`src/rtl/mips_iter_divider.sv`:
```
// Radix-2 restoring divider for DIV/DIVU with a stream handshake; one quotient bit per clock.
// Optional DIV_EARLY_OUT_EN: trivial operations (divisor zero, |dividend| < |divisor|) finish one cycle after accept.
module mips_iter_divider #(
  parameter int SIGNED = 1,
  parameter int WIDTH  = 32
) (
  input  logic               clk,
  input  logic               reset,
  input  logic               flush,
  input  logic               s_axis_divisor_tvalid,
  output logic               s_axis_divisor_tready,
  input  logic [WIDTH-1:0]   s_axis_divisor_tdata,
  input  logic               s_axis_dividend_tvalid,
  output logic               s_axis_dividend_tready,
  input  logic [WIDTH-1:0]   s_axis_dividend_tdata,
  output logic               m_axis_dout_tvalid,
  output logic [2*WIDTH-1:0] m_axis_dout_tdata
);

  // state  | meaning
  // S_IDLE | ready, waiting for both operands
  // S_CALC | iterating one quotient bit per clock
  // S_DONE | result pulse on dout
  typedef enum logic [1:0] {S_IDLE, S_CALC, S_DONE} state_t;

  localparam int CW = $clog2(WIDTH + 1);

  state_t             r_state;
  state_t             w_state_nx;
  logic [WIDTH-1:0]   r_dvd;
  logic [WIDTH:0]     r_dvs;
  logic [WIDTH:0]     r_rem;
  logic [WIDTH-1:0]   r_dvd_raw;
  logic               r_dvd_neg;
  logic               r_dvs_neg;
  logic               r_early;
  logic [CW-1:0]      r_cnt;
  logic [2*WIDTH-1:0] r_dout;

  logic               w_accept;
  logic               w_dvd_neg;
  logic               w_dvs_neg;
  logic [WIDTH-1:0]   w_dvd_abs;
  logic [WIDTH-1:0]   w_dvs_abs;
  logic               w_early;
  logic               w_last;
  logic [WIDTH:0]     w_rem_sh;
  logic [WIDTH:0]     w_diff;
  logic               w_qbit;
  logic [WIDTH:0]     w_rem_nx;
  logic [WIDTH-1:0]   w_q_mag;
  logic [WIDTH-1:0]   w_q_fix;
  logic [WIDTH-1:0]   w_r_fix;
  logic [2*WIDTH-1:0] w_result;

  assign w_accept  = (r_state == S_IDLE) && s_axis_divisor_tvalid && s_axis_dividend_tvalid && !flush;
  assign w_dvd_neg = (SIGNED != 0) && s_axis_dividend_tdata[WIDTH-1];
  assign w_dvs_neg = (SIGNED != 0) && s_axis_divisor_tdata[WIDTH-1];
  // A WIDTH-bit unsigned magnitude holds even the most negative operand exactly.
  assign w_dvd_abs = w_dvd_neg ? -s_axis_dividend_tdata : s_axis_dividend_tdata;
  assign w_dvs_abs = w_dvs_neg ? -s_axis_divisor_tdata : s_axis_divisor_tdata;

`ifdef DIV_EARLY_OUT_EN
  assign w_early = (s_axis_divisor_tdata == '0) || (w_dvd_abs < w_dvs_abs);
`else
  assign w_early = 1'b0;
`endif

  assign w_last   = (r_cnt == CW'(WIDTH - 1));
  assign w_rem_sh = (r_rem << 1) | {{WIDTH{1'b0}}, r_dvd[WIDTH-1]};
  assign w_diff   = w_rem_sh - r_dvs;
  assign w_qbit   = (w_rem_sh >= r_dvs);
  assign w_rem_nx = w_qbit ? w_diff : w_rem_sh;
  assign w_q_mag  = {r_dvd[WIDTH-2:0], w_qbit};
  assign w_q_fix  = (r_dvd_neg ^ r_dvs_neg) ? -w_q_mag : w_q_mag;
  assign w_r_fix  = r_dvd_neg ? -w_rem_nx[WIDTH-1:0] : w_rem_nx[WIDTH-1:0];

  always_comb begin
    w_result = {w_q_fix, w_r_fix};
    if (r_dvs == '0)
      w_result = {{WIDTH{1'b1}}, r_dvd_raw};
    else if (r_early)
      w_result = {{WIDTH{1'b0}}, r_dvd_raw};
  end

  always_ff @(posedge clk) begin
    if (reset)
      r_state <= S_IDLE;
    else
      r_state <= w_state_nx;
  end

  always_comb begin
    w_state_nx = r_state;
    unique case (r_state)
      S_IDLE:  if (w_accept) w_state_nx = S_CALC;
      S_CALC:  if (r_early || w_last) w_state_nx = S_DONE;
      S_DONE:  w_state_nx = S_IDLE;
      default: w_state_nx = S_IDLE;
    endcase
    if (flush)
      w_state_nx = S_IDLE;
  end

  always_comb begin
    s_axis_divisor_tready  = (r_state == S_IDLE);
    s_axis_dividend_tready = (r_state == S_IDLE);
    m_axis_dout_tvalid     = (r_state == S_DONE);
  end

  // The quotient bits shift into r_dvd from the bottom as the dividend bits leave the top.
  always_ff @(posedge clk) begin
    if (reset) begin
      r_dvd     <= '0;
      r_dvs     <= '0;
      r_rem     <= '0;
      r_dvd_raw <= '0;
      r_dvd_neg <= 1'b0;
      r_dvs_neg <= 1'b0;
      r_early   <= 1'b0;
      r_cnt     <= '0;
      r_dout    <= '0;
    end else if (w_accept) begin
      r_dvd     <= w_dvd_abs;
      r_dvs     <= {1'b0, w_dvs_abs};
      r_rem     <= '0;
      r_dvd_raw <= s_axis_dividend_tdata;
      r_dvd_neg <= w_dvd_neg;
      r_dvs_neg <= w_dvs_neg;
      r_early   <= w_early;
      r_cnt     <= '0;
    end else if (r_state == S_CALC) begin
      r_dvd <= w_q_mag;
      r_rem <= w_rem_nx;
      r_cnt <= r_cnt + CW'(1);
      if (!flush && (r_early || w_last))
        r_dout <= w_result;
    end
  end

  assign m_axis_dout_tdata = r_dout;

endmodule

```
`config.mk`:
```
export PLATFORM = sky130hd
export DESIGN_NAME = mips_iter_divider
export DESIGN_NICKNAME = d
export VERILOG_FILES = /design/src/rtl/mips_iter_divider.sv
export SDC_FILE = /design/constraint.sdc
export NUM_CORES = 1
export LEC_CHECK = 0
export ABC_AREA = 1
export CAP_MARGIN = 20
export CORE_ASPECT_RATIO = 0.5
export CORE_MARGIN = 2
export CORE_UTILIZATION = 44
export DETAILED_ROUTE_END_ITERATION = 10
export PLACE_DENSITY_LB_ADDON = 0.25
export SLEW_MARGIN = 30
export SYNTH_ARGS = -nofsm -noshare
export SYNTH_HDL_FRONTEND = slang
export SYNTH_SLANG_ARGS = --single-unit
```
`constraint.sdc`:
```
create_clock -name clk -period 3.5 [get_ports clk]
set_clock_uncertainty 0.05 [all_clocks]
set_input_delay 0.7 -clock clk [delete_from_list [all_inputs] [get_ports clk]]
set_output_delay 0.7 -clock clk [all_outputs]
set_load 0.05 [all_outputs]
```
# After elaboration in Yosys (flattened, before gate mapping)
# Index checks and enable logic that the tools add are counted.
[word_totals] register_bits=202 input_bits=69 out_inout_bits=67 word_cells=47
[op_classes] add_sub_neg=6 order_cmp=1 n_eq_ne=5 mux=11 bitwise=3 n_reduce_logical=12
[op_table] op="$mux W32" count=7
[op_table] op="$neg A32 Y32" count=4
[op_table] op="$mux W64" count=1
[op_table] op="$ge A33 B32 Y1" count=1
[op_table] op="$logic_not A33 Y1" count=1
[op_table] op="$or A33 B1 Y33" count=1
[op_table] op="$sub A32 B32 Y32" count=1
[op_table] op="$add A6 B1 Y6 const B" count=1
[op_table] op="$eq A6 B5 Y1 const B" count=1
[op_table] op="$logic_and A1 B1 Y1" count=4
[op_table] op="$mux W2" count=2
[op_table] op="$pmux W2 S2" count=1
[op_table] op="$reduce_or A2 Y1" count=2
[op_table] op="$reduce_and A3 Y1" count=1
[op_table] op="$eq A2 B1 Y1 const B" count=1
[op_table] op="$eq A2 B2 Y1 const B" count=1
[op_table] op="$logic_not A2 Y1" count=1
[op_table] op="$ne A2 B1 Y1 const B" count=1
[op_table] op="$ne A2 B2 Y1 const B" count=1
[op_table] op="$reduce_and A2 Y1" count=1
[op_table] op="$reduce_bool A2 Y1" count=1
[op_table] op="$logic_not A1 Y1" count=1
[op_table] op="$not A1 Y1" count=1
[op_table] op="$xor A1 B1 Y1" count=1

# Longest topological paths before layout
[depth] ltp_word=6 depth_mapped=30 mapped_depth_nobuf=29

# Least setup slack after synthesis
# Ideal clock, no wire load.
[synth_path] path_type="reg-to-reg" startpoint="register r_dvs[8]" endpoint="register r_dout[58], in the netlist m_axis_dout_tdata[58]" setup_ps=117 t_arrival_ps=3425 required_ps=3333 setup_slack_ps=-92 stages_incl_launch_ff=28 path_buffers=1 period_less_slack_ps=3592 cell_sequence="dfxtp_1 -> inv_1 -> ha_1 -> nand2_2 -> inv_2 -> a21oi_2 -> nand3_2 -> nand2_1 -> nand2_2 -> nand2_4 -> nand2_8 -> inv_2 -> buf_6 -> ha_1 -> nand3_1 -> nor3_1 -> nand2_1 -> nor3_2 -> nand3_1 -> nand2_1 -> nand2_1 -> a21oi_1 -> o21ai_1 -> inv_1 -> o21ai_1 -> xor2_1 -> o221ai_1 -> inv_1"
[synth_via] elab_chain_len=4 elab_cells_between_ends=5 classes_between="add/sub: 1; order compare: 1; mux: 2; reduce/logical: 1"
[synth_rtl] item="start, declared" line_no="31" rtl="logic [WIDTH:0] r_dvs;"
[synth_rtl] item="start signal, assigned" line_no="125" rtl="r_dvs <= {1'b0, w_dvs_abs};"
[synth_rtl] item="$ge A33 B32 Y1" line_no="72" rtl="assign w_qbit = (w_rem_sh >= r_dvs);"
[synth_rtl] item="$neg A32 Y32" line_no="75" rtl="assign w_q_fix = (r_dvd_neg ^ r_dvs_neg) ? -w_q_mag : w_q_mag;"
[synth_rtl] item="$mux W32" line_no="75"
[synth_rtl] item="$mux W64 (*)" line_no="80" rtl="if (r_dvs == '0)"
[synth_rtl] item="end signal, assigned" line_no="137" rtl="r_dout <= w_result;"
[synth_rtl] item="end, declared" line_no="38" rtl="logic [2*WIDTH-1:0] r_dout;"
# Mark *: on every way between the ends. The rest lies on a longest branch, timed or not.
# A chain may end at the register's enable or synchronous reset.

# Worst setup path after layout
[layout_path] startpoint="register r_dvs[22]" endpoint="register r_dout[40], in the netlist m_axis_dout_tdata[40]"
# The elaborated chain is that of the path after synthesis.

==> results.cfg <==
[status]
status = complete, no violations

[cells_and_area]
num_antenna_cells = 0
area_growth_pct = 34.9
fin_nets = 2617
layout.cells.non_filler = 2946
layout_commonest_cell = nand2_1
final_cell_mix = nand2_1, inv_1, buf_4
drive_gt1_frac = 0.199
design_area_mm2 = 0.0186

[power_and_ir_drop]
p_total_mw = 8.04
powerDensity_mw_per_mm2 = 433
max-vdd-ir-drop_v = 0.000290
p_leak_nw = 8.71

[worst_setup_path]
cp_max_fo = 4
reg2reg_from = r_dvs[22]
r2r_cells = 23
cp.required_ps = 3850
worst_r2r_endpoint = m_axis_dout_tdata[40]
cp-end-kind = flip-flop
cp.arrival_ps = 3700
start_kind = flip-flop
rrSetupSlack_ps = 150
critPathKind = flip-flop to flip-flop

[timing]
whs_ps = 415
fin_crit_sh = 0.958
maxSlewViolCount = 0
fin_crit_ps = 3350
tightest_slew_ps = 786
final-setup-viol-count = 0
hold_viol = 0
slew_headroom = 0.471
clock.fmax_mhz = 298
worst_slack_ps = 149

[cts]
clk_path_buf_depth = 3
cts_hold_buf = 0
cts-root-buf = clkbuf_16
cts_max_level = 1
cts_tree = yes
cts_buffers = 21
clk_pin_slew_ps = 70
cts.sinks = 201
insertion_delay_ps = 530

[routing]
wl_um = 49900
drt-initial-drc-count = 1447
drt-pass1-iter-count = 6
vias = 15700
drc = 0
routed_via_density = 5.32
drt-wirelength-per-cell_um = 16.9
ant_nets = 0

[min_path]
hold_end = m_axis_dout_tdata[3]
hold_depth = 2
min_from = m_axis_dout_tdata[3]
worstHoldPathType = flip-flop to flip-flop

[global_routing]
grt_overflow = 0
antenna_found_initial = 0
grt_pass1_vias = 14300
grt_use_total = 0.299
grt_start_max_net_pins = 70
grt_first_pass_wirelength_um = 77300

[floorplanning]
initial_core_util = 0.450
die-area_mm2 = 0.0328
ios = 136
core_area_mm2 = 0.0306
rows = 45
die_x_um = 254
die_h_um = 129

[placement]
placed_cell_area_mm2 = 0.0171
port_buffers = 135
dp.cells = 2898
gp_congestion = 1.00
dpl_worst_slack_ps = -181
hpwl_um = 37400

[flow_run]
max-cap-violations = 0

[synthesis]
netlist_instances = 2194
synth_nets = 2301
ys_ff_latch = 201
ys_async_sr_fraction = 0
ys.flop_type = dfxtp_1
syn_area_mm2 = 0.0138
syn_area_per_cell_um2 = 6.27
yosysSeqAreaShare = 0.292
ys_types = 62
synth-edff-count = 0
yosys_warnings = 0
logic make-up (layout without fill, tap and decap cells):
logic type,after synthesis,in the layout,share of synthesized area
compound gates,450,450,0.191
xor+xnor,53,53,0.0337
fa+ha+maj,38,38,0.0351
buf+inv,429,758,0.122
flops,201,201,0.292
simple gates,1023,1023,0.326
power by group:
part	leakage [nW]	switching, mW	total [mW]	internal [mW]
Sequential	1.64	0.0755	2.43	2.36
Combinational	6.69	1.83	3.04	1.21
Clock	0.376	1.03	2.57	1.54
Total	8.71	2.94	8.04	5.11
routing by layer:
layer | part of all wire | wire length, µm | track usage
met1 | 0.47 | 23500 | 0.428
met2 | 0.43 | 21400 | 0.468
met3 | 0.074 | 3690 | 0.0460
met5 | 0 | 0 | 0
met4 | 0.026 | 1310 | 0.0865
worst max-delay path: stages (launching register included):
cell	delay (ps)
dfxtp_2	340
inv_2	50
ha_4	250
a21oi_2	160
nor2_1	80
nor2_1	180
a21oi_2	100
nor2_4	180
nand2_8	90
inv_8	80
ha_4	140
nand3_4	80
nor3_4	160
nand2_2	100
buf_4	140
buf_4	120
buf_4	120
buf_4	120
buf_4	120
buf_4	120
buf_4	120
nand2_1	70
xor2_1	160
a21oi_1	90
repair_timing:
| item | 4_1_cts | 5_1_grt |
|---|---|---|
| setup endpoints to repair | 11 | 37 |
| gates resized for setup | 49 | 87 |
| pin swaps | 9 | 19 |
| buffers inserted | 7 | 5 |
synthesized netlist by cell type (7+ instances only):
cell      count  share of area
dfxtp_1     201           0.29
xnor2_1      13         0.0083
o211ai_1     35          0.019
a21oi_1     155          0.056
o21ai_1      11         0.0040
nand2_1     526           0.14
clkbuf_1     74          0.020
nor2_1      208          0.057
nand3_1     128          0.047
xor2_1       40          0.025
or2_2        12         0.0055
inv_1       328          0.089
o221ai_1     19          0.012
nor3_1       37          0.013
nand2_2      19         0.0086
inv_2         7         0.0019
nand4_1      27          0.012
o22ai_1      20         0.0091
buf_1         9         0.0025
ha_1         37          0.034
a31oi_1      25          0.011
nor2_2       22          0.010
o21ai_0     142          0.052
nor4_1       19         0.0086
stage by stage:
| stage | setup TNS [ps] | util |
|---|---|---|
| after floorplan | 0 | - |
| after global placement | -646 | 0.558 |
| after detailed placement | -1090 | 0.558 |
| after CTS | -10.7 | 0.596 |
| after global routing | -246 | 0.607 |
| final | 0 | 0.607 |
sequential cells by signal, indices dropped and copies added (netlist names):
name,count
m_axis_dout_tdata,64
r_dvd,32
r_dvd_raw,32
r_dvs,32
r_rem,32
r_cnt,6
r_state,2
r_dvs_neg,1
area by class of cell:
| cell class | instances | area (µm²) |
|---|---|---|
| fillers | 2910 | 12000 |
| well taps | 423 | 529 |
| inverters | 337 | 1270 |
| clock inverters | 11 | 198 |
| clock buffers | 25 | 571 |
| repair buffers | 385 | 3260 |
| multi-input cells | 1564 | 8670 |
| flip-flops and latches | 201 | 4060 |
how the worst max path moves through the flow:
stage               startpoint               endpoint  slack, ps  cells after the start
global route         r_dvs[20]  m_axis_dout_tdata[60]        -50                     25
finish               r_dvs[22]  m_axis_dout_tdata[40]        150                     23
floorplan             r_dvs[7]  m_axis_dout_tdata[58]         20                     27
CTS                   r_dvs[3]  m_axis_dout_tdata[58]         -6                     26
global placement     r_dvs[22]  m_axis_dout_tdata[58]       -110                     24
detailed placement   r_dvs[12]  m_axis_dout_tdata[62]       -180                     27
(Power assumes the default switching activity.)
